==> src/rtl/sample_frame_tx.sv <==
// Frame buffer transmitter: fills FRAME_LEN samples, streams them on start, then idles GAP_LEN cycles.
// Optional frame counter output enabled by defining SAMPLE_FRAME_TX_FCNT_EN.
module sample_frame_tx #(
  parameter int FRAME_LEN = 10,
  parameter int GAP_LEN   = 4,
  parameter int DW        = 16
) (
  input  logic          clk,
  input  logic          rst,
  input  logic          ld_valid,
  input  logic [DW-1:0] ld_data,
  output logic          ld_ready,
  input  logic          start,
  output logic          en,
  output logic [DW-1:0] outp,
  output logic          busy,
  output logic          done
`ifdef SAMPLE_FRAME_TX_FCNT_EN
  ,
  output logic [15:0]   frame_cnt
`endif
);

  localparam int PW = (FRAME_LEN > 1) ? $clog2(FRAME_LEN) : 1;
  localparam logic [PW-1:0] LAST_IDX = PW'(FRAME_LEN - 1);
  localparam logic [PW-1:0] PTR_ONE  = PW'(1);
  localparam logic [7:0]    GAP_LAST = 8'((GAP_LEN > 0) ? GAP_LEN - 1 : 0);

  typedef enum logic [1:0] {FILL, READY, SEND, GAP} state_t;

  state_t        state_q, state_d;
  logic [PW-1:0] wr_ptr_q, wr_ptr_d;
  logic [PW-1:0] rd_ptr_q, rd_ptr_d;
  logic [7:0]    gap_cnt_q, gap_cnt_d;
  logic          en_q, en_d;
  logic          done_q, done_d;
  logic [DW-1:0] outp_q, outp_d;
  logic          buf_we;
  logic [DW-1:0] buf_q [FRAME_LEN];

  always_comb begin
    state_d   = state_q;
    wr_ptr_d  = wr_ptr_q;
    rd_ptr_d  = rd_ptr_q;
    gap_cnt_d = gap_cnt_q;
    en_d      = 1'b0;
    done_d    = 1'b0;
    outp_d    = '0;
    buf_we    = 1'b0;
    case (state_q)
      FILL: begin
        if (ld_valid) begin
          buf_we = 1'b1;
          if (wr_ptr_q == LAST_IDX) begin
            wr_ptr_d = '0;
            state_d  = READY;
          end else begin
            wr_ptr_d = wr_ptr_q + PTR_ONE;
          end
        end
      end
      READY: begin
        // Launch sample 0 here so it is on the outputs the cycle after start
        if (start) begin
          state_d  = SEND;
          en_d     = 1'b1;
          outp_d   = buf_q[0];
          rd_ptr_d = PTR_ONE;
        end
      end
      SEND: begin
        if (done_q) begin
          rd_ptr_d  = '0;
          gap_cnt_d = '0;
          state_d   = (GAP_LEN == 0) ? FILL : GAP;
        end else begin
          en_d     = 1'b1;
          outp_d   = buf_q[rd_ptr_q];
          done_d   = (rd_ptr_q == LAST_IDX);
          rd_ptr_d = (rd_ptr_q == LAST_IDX) ? '0 : rd_ptr_q + PTR_ONE;
        end
      end
      GAP: begin
        if (gap_cnt_q == GAP_LAST) begin
          state_d   = FILL;
          wr_ptr_d  = '0;
          gap_cnt_d = '0;
        end else begin
          gap_cnt_d = gap_cnt_q + 8'd1;
        end
      end
      default: state_d = FILL;
    endcase
  end

  always_ff @(posedge clk) begin
    if (rst) begin
      state_q   <= FILL;
      wr_ptr_q  <= '0;
      rd_ptr_q  <= '0;
      gap_cnt_q <= '0;
      en_q      <= 1'b0;
      done_q    <= 1'b0;
      outp_q    <= '0;
    end else begin
      state_q   <= state_d;
      wr_ptr_q  <= wr_ptr_d;
      rd_ptr_q  <= rd_ptr_d;
      gap_cnt_q <= gap_cnt_d;
      en_q      <= en_d;
      done_q    <= done_d;
      outp_q    <= outp_d;
    end
  end

  // Sample storage is deliberately not reset; only a completed fill makes it visible
  always_ff @(posedge clk) begin
    if (buf_we && !rst) begin
      buf_q[wr_ptr_q] <= ld_data;
    end
  end

`ifdef SAMPLE_FRAME_TX_FCNT_EN
  logic [15:0] frame_cnt_q, frame_cnt_d;

  always_comb begin
    frame_cnt_d = frame_cnt_q + {15'd0, done_d};
  end

  always_ff @(posedge clk) begin
    if (rst) begin
      frame_cnt_q <= '0;
    end else begin
      frame_cnt_q <= frame_cnt_d;
    end
  end

  assign frame_cnt = frame_cnt_q;
`endif

  assign en       = en_q;
  assign outp     = outp_q;
  assign done     = done_q;
  assign ld_ready = (state_q == FILL);
  assign busy     = (state_q == SEND) || (state_q == GAP);

endmodule

==> config.mk <==
export PLATFORM = sky130hd
export DESIGN_NAME = sample_frame_tx
export DESIGN_NICKNAME = d
export VERILOG_FILES = /design/src/rtl/sample_frame_tx.sv
export SDC_FILE = /design/constraint.sdc
export NUM_CORES = 1
export LEC_CHECK = 0
export CORE_MARGIN = 3
export CORE_UTILIZATION = 56
export CTS_CLUSTER_SIZE = 20
export DETAILED_ROUTE_END_ITERATION = 10
export GPL_TIMING_DRIVEN = 0
export MAX_ROUTING_LAYER = met4
export PLACE_DENSITY = 0.75
export SLEW_MARGIN = 10
export SYNTH_ARGS = -nofsm -noshare
export SYNTH_HDL_FRONTEND = slang
export SYNTH_SLANG_ARGS = --single-unit
export TNS_END_PERCENT = 10
==> constraint.sdc <==
create_clock -name clk -period 3.88 [get_ports clk]
set_clock_uncertainty 0.1 [all_clocks]
set_input_delay 0.776 -clock clk [delete_from_list [all_inputs] [get_ports clk]]
set_output_delay 0.776 -clock clk [all_outputs]
set_load 0.05 [all_outputs]
### Word level (Yosys, flattened, before mapping)

Memory sizes are Yosys's and may differ from the RTL's. A register that Yosys moved wholly into a read port is not among the register bits.
Cells that the tools add are included.

| cells by class | value |
|---|---|
| eq/ne operators | 11 |
| bitwise logic cells | 1 |
| multiplexer cells | 29 |
| add/sub/neg operators | 3 |
| reduce and logical (&&, ||, !) cells | 12 |

Operator list:

| kind | count |
|---|---|
| $mux W16 | 2 |
| $mux W4 | 8 |
| $pmux W16 S2 | 1 |
| $mux W8 | 2 |
| $pmux W4 S2 | 2 |
| $pmux W8 S2 | 1 |
| $mux W2 | 5 |
| $add A4 B1 Y4 const B | 2 |
| $add A8 B1 Y8 const B | 1 |
| $eq A4 B4 Y1 const B | 2 |
| $eq A8 B2 Y1 const B | 1 |
| $ne A2 B2 Y1 const B | 4 |
| $pmux W2 S4 | 1 |
| $mux W1 | 6 |
| $reduce_bool A2 Y1 | 3 |
| $reduce_and A5 Y1 | 1 |
| $eq A2 B2 Y1 const B | 2 |
| $reduce_and A2 Y1 | 2 |
| $reduce_and A3 Y1 | 1 |
| $reduce_or A3 Y1 | 1 |
| $eq A2 B1 Y1 const B | 1 |
| $logic_not A2 Y1 | 1 |
| $ne A2 B1 Y1 const B | 1 |
| $pmux W1 S2 | 1 |
| 4 further kinds | 4 |

| word-level totals | value |
|---|---|
| output and inout port bits | 20 |
| input bits | 20 |
| register bits | 36 |
| RAM bits | 160 |
| memories | 1 |
| word-level logic and storage cells | 64 |

Memories:

| name | depth | bits a word | read ports | clocked after Yosys merged registers in | write ports | line | RTL |
|---|---|---|---|---|---|---|---|
| buf_q | 10 | 16 | 2 | 1 | 1 | 39 | `logic [DW-1:0] buf_q [FRAME_LEN];` |

### Depth between registers and ports, before layout

Gate-level depths: netlist (run 1).

| depth | value |
|---|---|
| depth after elaboration | 6 |
| gate-level depth with buffers | 9 |

### Worst setup path after synthesis (run 1)

Ideal clock, no wire load.

| timing | value |
|---|---|
| path type | reg-to-reg |
| from | reg state_q[0] |
| to | mem buf_q[4][0] (enable) |
| buffers on the path | 0 |
| path slack | 503 ps |
| clock period less this slack | 3377 ps |
| arrival | 2864 ps |
| cell stages (with the launch flop) | 6 |
| data required time | 3367 ps |
| cells stage by stage | dfxtp_1 inv_1 ha_1 nand2_1 or4_1 nor3b_1 |

| between the ends | value |
|---|---|
| word-level cells in the longest chain between the ends | 5 |

RTL lines:

| what | line | RTL |
|---|---|---|
| from (decl) | 31 | `state_t state_q, state_d;` |
| from (signal assigned) | 106 | `state_q <= state_d;` |
| $logic_not A2 Y1 | n/a |  |
| net ld_ready | 12 | `output logic ld_ready,` |
| $mux W1 | 50 | `case (state_q)` |
| $logic_and A1 B1 Y1 | 118 | `if (buf_we && !rst) begin` |
| $mux W1 | 118 |  |
| $mux W1 (not written as such) | 119 | `buf_q[wr_ptr_q] <= ld_data;` |
| to (decl) | 39 |  |

The timed path passes the listed nets, and every way through them passes these cells.

### Worst setup path after layout (run 1)

| timing | value |
|---|---|
| from | reg state_q[1] |
| to | out busy |

| between the ends | value |
|---|---|
| word-level cells in the longest chain between the ends | 2 |
| elaborated cells on any way between the ends | 3 |
| those cells by class | eq/ne (2); reduce/logical (1) |

RTL lines:

| what | line | RTL |
|---|---|---|
| $eq A2 B2 Y1 | 145 | `assign busy = (state_q == SEND) \|\| (state_q == GAP);` |
| $logic_or A1 B1 Y1 (*) | 145 |  |
| to (decl) | 16 | `output logic busy,` |

Mark *: on every way between the ends. The rest lies on a longest branch, timed or not.

==> results.yml, run 1 <==
synth:
  synth-async-reset-ratio_pct: 0
  avgSynthCellArea_um2: 16.6
  yosysWarnings: 0
  synth.yosys.seq_area_share_pct: 71.3
  synthesis.instances: 475
  dominantRegCellSynth: "sky130_fd_sc_hd__edfxtp_1"
  synth_nets: 503
  synth.ff_latch_count: 200
  netlist_area_mm2: 0.00786
  synth.distinct_cells: 43
  synth_edf_count: 160
min_path:
  worst_hold_path_type: "reg -> reg"
clock_network:
  ctsLongestPathBuffers: 2
  tritoncts.num_buffers: 17
  ctsHoldBuffers: 0
  clock_tree.htree_level_count: 4
  clk-insertion-delay-late_ps: 430
  cts.root.buffer_cell: "sky130_fd_sc_hd__clkbuf_16"
  cts_tree: "done"
  clock_sinks: 200
  count_of_buffers_added_by_post_cts_timing_repair_for_setup: 0
  post_cts_resized: 0
  clkTransAtPathRegs_ps: 70
route:
  routed_wirelength_mm: 16.2
  routedWlPerCell_um: 22.0
  drt_pass_1_iters: 5
  antenna_nets_post_route: 0
  vias_per_cell: 6.02
  routed-via-count: 4434
  drt-initial-drc-count: 431
  remaining_drc_errors: 0
sta:
  finalHoldViolations: 0
  final_layout_worst_hold_slack_ps: 398
  fmax_mhz: 316
  rsz_0062_raised_after_global_routing: "no"
  finish_stage_setup_viols: 0
  post-route-worst-setup-slack_ps: 717
  setup-tns-final_ps: 0
  tightest_slew_ps: 875
  max-slew-margin-rel_pct: 41.6
  layout_worst_path_cycle_share_pct: 81.5
  timing.final.max_slew_violations: 0
  final.min_clock_period_ps: 3160
placed_design:
  place_hpwl_mm: 10.5
  placed_cells_incl_taps: 703
  post-place-ws_ps: 512
  routabilityCongestion: 0.763
  place.port_buffers: 39
  placed_area_mm2: 0.00867
grt:
  wire_length_of_the_first_global_routing_pass_mm: 25.4
  first_global_vias: 4623
  grt_start_max_net_pins: 17
  gr-usage-all-layers_pct: 22.4
  antenna_violations_before_repair: 1
  grt_overflow: 0
flow_run:
  drv_cap: 0
setup_path:
  wp_buf_inv: 2
  worst-setup-path-type: "reg -> out"
  critical-path-top-delay-family: "buffers and inverters"
  timing.critical_path.fanout_max: 9
  cp.required_ps: 3000
  crit_slowest_cell: "sky130_fd_sc_hd__clkdlybuf4s50_1"
  endpoint_kind: "output pin"
  worstPathCellList: "ha_1 > clkbuf_1 > or2_2 > clkdlybuf4s50_1"
  cp.arrival_ps: 2290
  start_kind: "register"
  max_stage_delay_ps: 790
die:
  die_height_um: 124
  start_util_pct: 58.2
  chipWidth_um: 124
  coreArea_mm2: 0.0135
  cell_rows: 42
  ioPinCount: 40
  die_area_mm2: 0.0155
final_layout:
  fillerInstances: 884
  layout.cells.most_common_list: "160 x sky130_fd_sc_hd__edfxtp_1, 40 x sky130_fd_sc_hd__dfxtp_1, 39 x sky130_fd_sc_hd__clkdlybuf4s50_1"
  nNetsFinal: 574
  area.sequential_mm2: 0.00561
  final-instance-count-excl-fill: 736
  post-route-cell-area_mm2: 0.00922
  commonest_non_fill_non_tap_cell_in_the_layout: "sky130_fd_sc_hd__edfxtp_1"
  syn_to_final_growth_pct: 17.3
  multi_input_area_mm2: 0.00215
  drive_above_1_share_pct: 19.5
  post-route-util_pct: 68.3
power_and_ir_drop:
  power_per_cell_area_mw_per_mm2: 445
  fin_total_pwr_mw: 4.10
  peakVddDrop_uv: 303
  leakage_nw: 2.86
status:
  result_of_the_run: "complete, no violations"
[registers in the layout (all words and copies together) (netlist names), named ones only]
signal	cells
buf_q	160
done	1
en	1
gap_cnt_q	8
outp	16
rd_ptr_q	4
state_q	2
wr_ptr_q	4
[worst min-delay path, delay by kind of cell (launching register included)]
family | cells | cell delay (ps)
AOI/OAI and AO/OA | 1 | 50
DFF | 1 | 330
and+or+nand+nor | 1 | 70
[final timing paths]
check        depth (start not counted)            to         start  slack, ps
min reg2reg                          2  gap_cnt_q[1]  gap_cnt_q[1]        400
min                                  2  gap_cnt_q[1]  gap_cnt_q[1]        400
max                                  4          busy    state_q[1]        720
max reg2reg                          6   buf_q[7][2]    state_q[1]       1050
[synthesized netlist by cell type, drive strengths merged (3+ instances only)]
| cell | n | area [um2] |
|---|---|---|
| edfxtp | 160 | 4800 |
| dfxtp | 40 | 801 |
| a21oi | 38 | 190 |
| mux4 | 32 | 721 |
| nand2 | 28 | 105 |
| nor2 | 23 | 86.3 |
| mux2i | 20 | 200 |
| mux2 | 17 | 191 |
| o21ai | 17 | 85.1 |
| clkbuf | 15 | 56.3 |
| buf | 11 | 63.8 |
| nand2b | 9 | 56.3 |
| ha | 8 | 100 |
| nand3 | 7 | 35.0 |
| xnor2 | 7 | 61.3 |
| nor3 | 6 | 30.0 |
| inv | 5 | 18.8 |
| nor2b | 3 | 18.8 |
| nor4 | 3 | 18.8 |
| or4 | 3 | 22.5 |
[logic make-up (layout without fill, tap and decap cells)]
logic type | after synthesis | after routing | share of synthesized area, %
AND/OR/NAND/NOR | 91 | 91 | 5.76
AO/OA/AOI/OAI | 68 | 68 | 4.87
flip-flops | 200 | 200 | 71.3
multiplexers | 69 | 69 | 14.1
XOR/XNOR | 8 | 8 | 0.891
buffers and inverters | 31 | 115 | 1.77
other | 0 | 1 | 0
adder cells (fa/ha/maj) | 8 | 8 | 1.27
[final cells by class]
cell class	count	share of cell area [%]
Timing Repair Buffer	52	6.02
Sequential cell	200	60.8
Clock buffer	23	4.86
Inverter	5	0.203
Tap cell	176	2.39
Antenna cell	1	0.0271
Clock inverter	9	1.10
Buffer	26	1.30
Multi-Input combinational cell	244	23.3
[power breakdown]
part	internal (mW)	total (mW)	switching [mW]	leakage [nW]
registers	2.33	2.34	0.00593	1.77
clock network	0.945	1.67	0.720	0.270
logic	0.0419	0.0991	0.0572	0.828
total	3.32	4.10	0.784	2.86
[metal layers]
| metal | routed length [um] | track usage, % | vias up | part of all wire, % |
|---|---|---|---|---|
| li1 | - | - | 1985 | - |
| met1 | 6640 | 28.9 | 2249 | 41 |
| met2 | 8280 | 35.8 | 164 | 51 |
| met3 | 892 | 4.29 | 36 | 5.5 |
| met4 | 387 | 8.70 | 0 | 2.4 |
| met5 | 0 | - | - | 0 |
Note: power is estimated with default switching activity, not from simulation.
==> inputs of run 2 (changes only) <==
--- a/config.mk
+++ b/config.mk
@@ -6,12 +6,12 @@
 export NUM_CORES = 1
 export LEC_CHECK = 0
 export CORE_MARGIN = 3
-export CORE_UTILIZATION = 56
+export CORE_UTILIZATION = 54
 export CTS_CLUSTER_SIZE = 20
 export DETAILED_ROUTE_END_ITERATION = 10
 export GPL_TIMING_DRIVEN = 0
 export MAX_ROUTING_LAYER = met4
-export PLACE_DENSITY = 0.75
+export PLACE_DENSITY = 0.76
 export SLEW_MARGIN = 10
 export SYNTH_ARGS = -nofsm -noshare
 export SYNTH_HDL_FRONTEND = slang
==> constraint.sdc (replaced) <==
create_clock -name clk -period 2.75 [get_ports clk]
set_clock_uncertainty 0.1 [all_clocks]
set_input_delay 0.55 -clock clk [delete_from_list [all_inputs] [get_ports clk]]
set_output_delay 0.55 -clock clk [all_outputs]
set_load 0.05 [all_outputs]
==> run 2 against run 1 <==
- register-to-register slack lost 1000 ps
- first-iteration DRC count decreased by 6.7%
- critical path depth grew 2
- cell count shrank 0.14%
- global-route usage grew 0.28 points
- total power is 46% higher
- sequential power is 41% higher
- cell area is 0.64% higher
- utilization shrank 2.2 points
- highest routed layer unchanged
- combinational power up 46%
==> results.yml, run 2 (synthesized netlist as in run 1, its figures left out) <==
grt:
  grt_start_max_net_pins: 18
  antenna_violations_before_repair: 0
  wire_length_of_the_first_global_routing_pass_mm: 26.0
  gr-usage-all-layers_pct: 22.7
  first_global_vias: 4645
  grt_overflow: 0
placed_design:
  place_hpwl_mm: 10.3
  routabilityCongestion: 0.777
  place.port_buffers: 39
final_layout:
  registers.top_by_ff_count: "buf_q"
  drive_above_1_share_pct: 20.0
  syn_to_final_growth_pct: 18.1
  max_ffs_per_register: 160
  fillerInstances: 943
  layout.cells.most_common_list: "160 x sky130_fd_sc_hd__edfxtp_1, 40 x sky130_fd_sc_hd__dfxtp_1, 38 x sky130_fd_sc_hd__a21oi_1, 38 x sky130_fd_sc_hd__clkdlybuf4s50_1, 32 x sky130_fd_sc_hd__mux4_2"
  number_of_diodes: 0
  commonest_non_fill_non_tap_cell_in_the_layout: "sky130_fd_sc_hd__edfxtp_1"
  nNetsFinal: 570
flow_run:
  drv_cap: 0
sta:
  final.min_clock_period_ps: 2700
  rsz_0062_raised_after_global_routing: "yes"
  finish_stage_setup_viols: 0
  tightest_slew_ps: 937
  setup-tns-final_ps: 0
  max-slew-margin-rel_pct: 37.5
  layout_worst_path_cycle_share_pct: 98.3
  timing.final.max_slew_violations: 0
  fmax_mhz: 370
  finalHoldViolations: 0
  final_layout_worst_hold_slack_ps: 402
route:
  drt_pass_1_iters: 5
  remaining_drc_errors: 0
  wl_met3_mm: 1.09
  routedWlPerCell_um: 23.1
  highest_layer: "met4"
  wl_met1_mm: 6.68
  antenna_nets_post_route: 0
  drt-initial-drc-count: 402
  routed-via-count: 4469
  routed_wirelength_mm: 17.0
  met2_wirelength_mm: 8.83
  vias_per_cell: 6.08
clock_network:
  tritoncts.num_buffers: 17
  clkTransAtPathRegs_ps: 70
  ctsLongestPathBuffers: 2
  clk-insertion-delay-late_ps: 430
  cts_tree: "done"
  cts.root.buffer_cell: "sky130_fd_sc_hd__clkbuf_16"
  clock_sinks: 200
  clock_tree.htree_level_count: 4
min_path:
  worst_hold_path_type: "reg -> reg"
power_and_ir_drop:
  power.net_switching_mw: 1.19
  switching_share_pct: 19.9
  peakVddDrop_uv: 421
  power_per_cell_area_mw_per_mm2: 645
  power_frac_seq_pct: 55.1
  p_comb_share_pct: 2.4
  intPower_mw: 4.79
  leakage_nw: 2.87
  clock_power_share_pct: 42.5
die:
  die_area_mm2: 0.0160
  die_height_um: 127
  ioPinCount: 40
  start_util_pct: 56.0
  coreArea_mm2: 0.0140
  cell_rows: 43
  chipWidth_um: 127
setup_path:
  endpoint_kind: "register"
  r2r_setup_slack_ps: 50
  start_kind: "register"
  cp.required_ps: 2790
  worst-setup-path-type: "reg -> reg"
  cp.arrival_ps: 2740
  timing.critical_path.fanout_max: 9
status:
  result_of_the_run: "complete, no violations"
run 2: cell types whose count changed in the layout (fill, tap and decap cells not counted), sizes merged:
cell           before  now
inv                 5    9
bufinv              2    3
clkbuf             38   34
diode               1    0
clkdlybuf4s50      39   38
dlygate4sd2         0    1
buf                24   20
clkinvlp            0    2
clkinv              7    4
run 2: stage by stage:
step                      setup WS, ps  instance area (um2)  util, %  power (mW)  instances
final                             46.7                 9280     66.1        5.98        735
after global routing             -44.8                 9280     66.1        6.14        735
after CTS                         14.1                 9270     66.0        6.00        735
after detailed placement          -556                 8650     61.6        3.50        703
after global placement           -1660                 8490     60.5        3.48        694
after floorplan                   -551                 7870        -        3.42        475
run 2: power groups by stage:
stage	combinational (mW)	sequential, mW	clock (mW)
global route	0.155	3.30	2.69
global placement	0.119	3.36	0
finish	0.145	3.30	2.54
floorplan	0.0552	3.36	0
CTS	0.141	3.30	2.56
detailed placement	0.137	3.36	0
run 2: per-layer routing:
layer | GRT usage, % | up-vias
met5 | - | -
met4 | 8.64 | 0
li1 | - | 1974
met3 | 4.29 | 36
met1 | 28.4 | 2269
met2 | 37.2 | 190
run 2: timing repair:
action | in CTS | in global routing
setup buffers | 0 | 0
hold buffers | 0 | 0
gates resized for setup | 4 | 3
cloned | 0 | 0
endpoints found under the setup margin | 27 | 69
pin swaps | 0 | 2
run 2: final timing paths:
check	start	end	cells past startpoint
max	state_q[1]	buf_q[7][4]	6
min	gap_cnt_q[1]	gap_cnt_q[1]	2
max reg2reg	state_q[1]	buf_q[7][4]	6
min reg2reg	gap_cnt_q[1]	gap_cnt_q[1]	2
run 2: layout make-up:
cell class	instances	area (um2)	share of cell area, %
Sequential cell	200	5610	60.4
Multi-Input combinational cell	244	2200	23.7
Timing Repair Buffer	48	513	5.53
Clock buffer	19	433	4.66
Tap cell	180	225	2.43
Clock inverter	13	170	1.83
Buffer	26	120	1.29
Inverter	5	18.8	0.202
run 2: critical path, stage by stage, from the launching register on:
cell                      delay, ps
sky130_fd_sc_hd__dfxtp_1        340
sky130_fd_sc_hd__inv_1          120
sky130_fd_sc_hd__ha_1           270
sky130_fd_sc_hd__nand2_1        190
sky130_fd_sc_hd__or4b_2         780
sky130_fd_sc_hd__nor2_4         380
sky130_fd_sc_hd__buf_8          210
==> inputs of run 3 (changes only) <==
--- a/config.mk
+++ b/config.mk
@@ -12,6 +12,7 @@
 export GPL_TIMING_DRIVEN = 0
 export MAX_ROUTING_LAYER = met4
 export PLACE_DENSITY = 0.76
+export SETUP_SLACK_MARGIN = 0.5
 export SLEW_MARGIN = 10
 export SYNTH_ARGS = -nofsm -noshare
 export SYNTH_HDL_FRONTEND = slang
==> constraint.sdc (replaced) <==
create_clock -name clk -period 2.75 [get_ports clk]
set_clock_uncertainty 0.1 [all_clocks]
set_input_delay 0.55 -clock clk [delete_from_list [all_inputs] [get_ports clk]]
set_output_delay 0.55 -clock clk [all_outputs]
set_load 0.01 [all_outputs]
==> run 3 against run 2 <==
- cell area grew 2.1%
- global-route usage shrank 0.24 points
- sequential cell count is the same
- die area is the same
- first-iteration DRC count grew 8.0%
- utilization grew 1.4 points
- cell count grew 1.4%
- largest cell class unchanged
- highest routed layer unchanged
==> results.yml, run 3 (synthesized netlist as in run 1, its figures left out) <==
grt:
  antenna_violations_before_repair: 0
  grt_overflow: 0
  wire_length_of_the_first_global_routing_pass_mm: 25.8
  grt_start_max_net_pins: 18
  first_global_vias: 4649
  gr-usage-all-layers_pct: 22.5
final_layout:
  max_ffs_per_register: 160
  commonest_non_fill_non_tap_cell_in_the_layout: "sky130_fd_sc_hd__edfxtp_1"
  final-instance-count-excl-fill: 745
  layout.cells.most_common_list: "160 x sky130_fd_sc_hd__edfxtp_1, 39 x sky130_fd_sc_hd__dfxtp_1, 38 x sky130_fd_sc_hd__a21oi_1, 38 x sky130_fd_sc_hd__clkdlybuf4s50_1, 32 x sky130_fd_sc_hd__mux4_2"
  drive_above_1_share_pct: 24.2
  syn_to_final_growth_pct: 20.5
  nNetsFinal: 580
  registers.top_by_ff_count: "buf_q"
  multi_input_area_mm2: 0.00223
  number_of_diodes: 0
  area.sequential_mm2: 0.00561
  post-route-cell-area_mm2: 0.00948
  fillerInstances: 884
route:
  drt_pass_1_iters: 5
  routed_wirelength_mm: 16.6
  remaining_drc_errors: 0
  vias_per_cell: 5.99
  routedWlPerCell_um: 22.3
  drt-initial-drc-count: 434
  antenna_nets_post_route: 0
  routed-via-count: 4466
sta:
  rsz_0062_raised_after_global_routing: "yes"
  max-slew-margin-rel_pct: 46.8
  setup-tns-final_ps: 0
  timing.final.max_slew_violations: 0
  fmax_mhz: 437
  final.min_clock_period_ps: 2290
  post-route-worst-setup-slack_ps: 461
  layout_worst_path_cycle_share_pct: 83.2
  finish_stage_setup_viols: 0
  finalHoldViolations: 0
  tightest_slew_ps: 799
setup_path:
  cp-startpoint: "state_q[0]"
  endpoint_kind: "output pin"
  crit_slowest_cell: "sky130_fd_sc_hd__dfxtp_2"
  max_stage_delay_ps: 370
  start_kind: "register"
  worst-setup-path-type: "reg -> out"
  worstPathCellList: "inv_2 > ha_1 > clkbuf_4 > or2_2 > clkbuf_2"
  cp.arrival_ps: 1640
  cp.required_ps: 2100
  worstSetupEndpoint: "busy"
  timing.critical_path.fanout_max: 7
  regToRegEndpoint: "outp[6]"
  r2r_setup_slack_ps: 530
  reg2reg_depth: 5
die:
  die_area_mm2: 0.0160
  cell_rows: 43
  chipWidth_um: 127
  ioPinCount: 40
  die_height_um: 127
  start_util_pct: 56.0
  coreArea_mm2: 0.0140
placed_design:
  post-place-ws_ps: -676
  placed_cells_incl_taps: 698
  place.port_buffers: 39
  routabilityCongestion: 0.817
  placed_area_mm2: 0.00859
  place_hpwl_mm: 10.1
clock_network:
  ctsHoldBuffers: 0
  ctsLongestPathBuffers: 2
  clk-insertion-delay-late_ps: 420
  clkTransAtPathRegs_ps: 70
  tritoncts.num_buffers: 17
  cts.root.buffer_cell: "sky130_fd_sc_hd__clkbuf_16"
  clock_sinks: 200
  clock_tree.htree_level_count: 4
  cts_tree: "done"
min_path:
  worst_hold_path_type: "reg -> reg"
power_and_ir_drop:
  power_per_cell_area_mw_per_mm2: 622
  peakVddDrop_uv: 441
  leakage_nw: 2.95
status:
  result_of_the_run: "complete, no violations"
flow_run:
  drv_cap: 0
## run 3: through the flow
step	power [mW]	utilization [%]	hold slack, ps
2_1_floorplan	3.42	-	349
3_3_place_gp	3.48	60.7	361
3_5_place_dp	3.50	61.2	380
4_1_cts	5.91	67.2	390
5_1_grt	6.06	67.5	418
6_report	5.90	67.5	398
## run 3: layout make-up
type	count	share of cell area, %
Multi-Input combinational cell	244	23.6
Inverter	5	0.198
Buffer	26	1.40
Sequential cell	200	59.2
Clock inverter	14	1.56
Timing Repair Buffer	58	7.08
Clock buffer	18	4.63
Tap cell	180	2.38
## run 3: timing repair
| item | in CTS | in global routing |
|---|---|---|
| gates resized for setup | 11 | 24 |
| setup buffers | 14 | 1 |
| setup endpoints to repair | 173 | 165 |
| pin swaps | 10 | 2 |
## run 3: worst max-delay path: cells and delay by family, from the launching register on
kind | cells | cell delay, ps
flops | 1 | 370
fa+ha+maj | 1 | 200
simple gates | 1 | 270
buf+inv | 3 | 370
## run 3: report_power, final
group	total (mW)	leakage [nW]	internal (mW)	switching, mW
sequential	3.30	1.77	3.29	0.00858
clock	2.45	0.277	1.37	1.08
combinational	0.154	0.906	0.0656	0.0883
## run 3: how the worst min path moves through the flow
stage                 start           end  slack (ps)  cells after the start
6_report       gap_cnt_q[1]  gap_cnt_q[1]         400                      2
2_1_floorplan  gap_cnt_q[1]  gap_cnt_q[1]         350                      2
4_1_cts        gap_cnt_q[1]  gap_cnt_q[1]         390                      2
3_3_place_gp   gap_cnt_q[1]  gap_cnt_q[1]         360                      2
5_1_grt        gap_cnt_q[1]  gap_cnt_q[1]         420                      2
3_5_place_dp   gap_cnt_q[1]  gap_cnt_q[1]         380                      2
## run 3: metal layers
| metal | GRT usage (%) | share of wire (%) | wire length (um) |
|---|---|---|---|
| met1 | 27.8 | 40 | 6660 |
| met2 | 36.5 | 52 | 8570 |
| met3 | 5.05 | 5.7 | 941 |
| met4 | 8.71 | 2.5 | 418 |
| met5 | - | 0 | 0 |
==> variant: new RTL, settings of run 2 <==
The option `SAMPLE_FRAME_TX_FCNT_EN` is turned on by a define.
--- a/src/rtl/sample_frame_tx.sv
+++ b/src/rtl/sample_frame_tx.sv
@@ -1,4 +1,6 @@
 // Frame buffer transmitter: fills FRAME_LEN samples, streams them on start, then idles GAP_LEN cycles.
 // Optional frame counter output enabled by defining SAMPLE_FRAME_TX_FCNT_EN.
+`define SAMPLE_FRAME_TX_FCNT_EN
+
 module sample_frame_tx #(
   parameter int FRAME_LEN = 10,
Check against the original RTL (old outputs only; new: frame_cnt): equivalent (Yosys induction, for registers that start in step).
==> variant against run 2 <==
- setup slack improved by 70 ps
- total power rose by 6.0%
- global-route usage shrank 1.3 points
- core utilization increased by 0.59 points
- sequential cell count grew 16
- synthesized area grew 8.3%
- cell area grew 10%
- non-clock buffer count grew 14
- first-iteration DRC count increased by 3.5%
- hold slack gained 24 ps
- routed wire length grew 7.1%
- maximum frequency rose by 2.7%
- clock power is 5% higher
==> variant: results (changes against run 2) <==
logic_synthesis:
  yosysSeqAreaShare_pct: 69.62  # -1.7 points
  synthTopCellsByArea: "edfxtp_1, dfxtp_1, mux4_2"
  ys_warn_count: 0  # unchanged
  synth_edf_count: 160  # unchanged
  yosys.cell_types.count: 47  # +9.3%
  synthCells: 550  # +16%
  syn_nets: 579  # +15%
  synth_common_cells: "edfxtp_1, dfxtp_1, a21oi_1"
timing:
  slew_headroom_pct: 40.22  # +2.7 points
min_path:
  min_to: "gap_cnt_q[1]$_SDFFE_PP0P_"
  hold_depth: 2  # unchanged
  hp-start: "gap_cnt_q[1]$_SDFFE_PP0P_"
cells_and_area:
  regMostFlops: "buf_q"
  diodes: 0  # unchanged
  drive_gt1_share_pct: 17.05  # -2.9 points
  largest_reg_flops: 160  # unchanged
  num-nets-final: 665  # +17%
detailed_routing:
  drtPass1Iterations: 5  # unchanged
  wirelength_um: 18170  # +7.1%
  vias: 5059  # +13%
  first_iter_violations: 416  # +3.5%
  wl_per_cell_um: 21.08  # -8.6%
setup_path:
  critPathKind: "reg2reg"
  critPathMaxStageDelay_ps: 580  # -200 ps
  worstPathMaxFanout: 11  # +2
  r2r-start: "state_q[0]$_SDFFE_PP0P_"
  reg2regPathDepth: 6  # unchanged
  r2r_slack_ps: 120  # +70 ps
  rr_endpoint: "buf_q[6][1]$_DFFE_PP_"
  slowest_stage: "or4_1"
pwr:
  p_leak_nw: 3.165  # +10%
  vdd_drop_max_v: 0.0004527  # +7.5%
grt:
  grtUsageTotal_pct: 21.43  # -1.3 points
  antenna_found_initial: 0  # unchanged
  grt_max_degree: 17  # -1
  grt_pass1_wl_um: 28350  # +9.1%
clocking:
  clkTransAtPathRegs_ps: 60
  cts_max_path_buffers: 3  # +1
  numCtsBuffers: 21  # +4
  htree_levels: 1  # -3
  cts-root-buf: "clkbuf_16"
  worstSkewPairLatency_ps: 490  # +60 ps
placement:
  dp_hpwl_um: 11820  # +15%
  globalplace.congestion: 0.8230  # +5.9%
  numPortBuffers: 55  # +41%
  dpl_worst_slack_ps: -329.3  # +226.9 ps
  placedCellCount: 824  # +17%
run_status:
  status: "finished clean"
job:
  max-cap-violations: 0  # unchanged
variant: layout make-up:
cell class | instances | area (um^2)
Buffer | 24 | 115.1
Tap cell | 211 | 264.0
Timing Repair Buffer | 64 | 726.9
Multi-Input combinational cell | 303 | 2525
Sequential cell | 216 | 5926
Fill cell | 1043 | 5100
Clock inverter | 7 | 62.56
Clock buffer | 31 | 573.1
Inverter | 6 | 22.52
variant: power breakdown:
group	internal (mW)	total, mW	leakage [nW]	switching [mW]
clock network	1.54	2.67	0.312	1.13
logic	0.0575	0.143	0.958	0.0858
registers	3.52	3.53	1.89	0.00916
total	5.12	6.34	3.17	1.22
variant: stage by stage:
stage | hold WS (ps) | area, um^2 | total power, mW | TNS [ps]
6_report | 426.2 | 10210 | 6.342 | 0
5_1_grt | 442.6 | 10210 | 6.536 | -51.56
4_1_cts | 409.9 | 10170 | 6.385 | -221.3
3_5_place_dp | 403.9 | 9530 | 3.742 | -13560
3_3_place_gp | 385.2 | 9343 | 3.722 | -111430
2_1_floorplan | 371.4 | 8528 | 3.655 | -11320
variant: timing repair:
item	CTS	global route
setup buffers	0	1
pin swaps	0	2
hold buffers	0	0
resized for setup	2	13
setup endpoints to repair	6	30
variant: worst max-delay path by stage:
| stage | endpoint | slack [ps] | depth (start not counted) |
|---|---|---|---|
| after floorplan | buf_q[8][0]$_DFFE_PP_ | -320 | 6 |
| after global placement | buf_q[8][12]$_DFFE_PP_ | -1040 | 5 |
| after detailed placement | buf_q[4][9]$_DFFE_PP_ | -330 | 3 |
| after CTS | frame_cnt[15]$_SDFF_PP0_ | -80 | 11 |
| after global routing | frame_cnt[12]$_SDFF_PP0_ | -40 | 11 |
| final | buf_q[6][1]$_DFFE_PP_ | 120 | 6 |
variant: routing by layer:
| metal | global-route usage, % | part of all wire, % | vias to the layer above |
|---|---|---|---|
| met3 | 3.790 | 6.7 | 32 |
| met1 | 28.02 | 41 | 2528 |
| met4 | 6.709 | 2.3 | 0 |
| met5 | - | 0 | - |
| met2 | 34.73 | 50 | 204 |
| li1 | - | - | 2295 |
variant: worst max-delay path: cells and delay by family (launching register included):
family | cells | cell delay [ps]
DFF | 1 | 330
buffers and inverters | 2 | 370
adders and majority gates | 1 | 300
and+or+nand+nor | 3 | 1250
variant: cells by family (layout without fill, tap and decap cells):
logic type / after synthesis / count (layout) / synth area share (%)
buffers and inverters: 31 / 132 / 1.617
XOR/XNOR: 15 / 15 / 1.543
adder cells (fa/ha/maj): 9 / 9 / 1.323
multiplexers: 68 / 68 / 12.96
AO/OA/AOI/OAI: 80 / 80 / 5.116
flip-flops: 216 / 216 / 69.62
AND/OR/NAND/NOR: 131 / 131 / 7.820
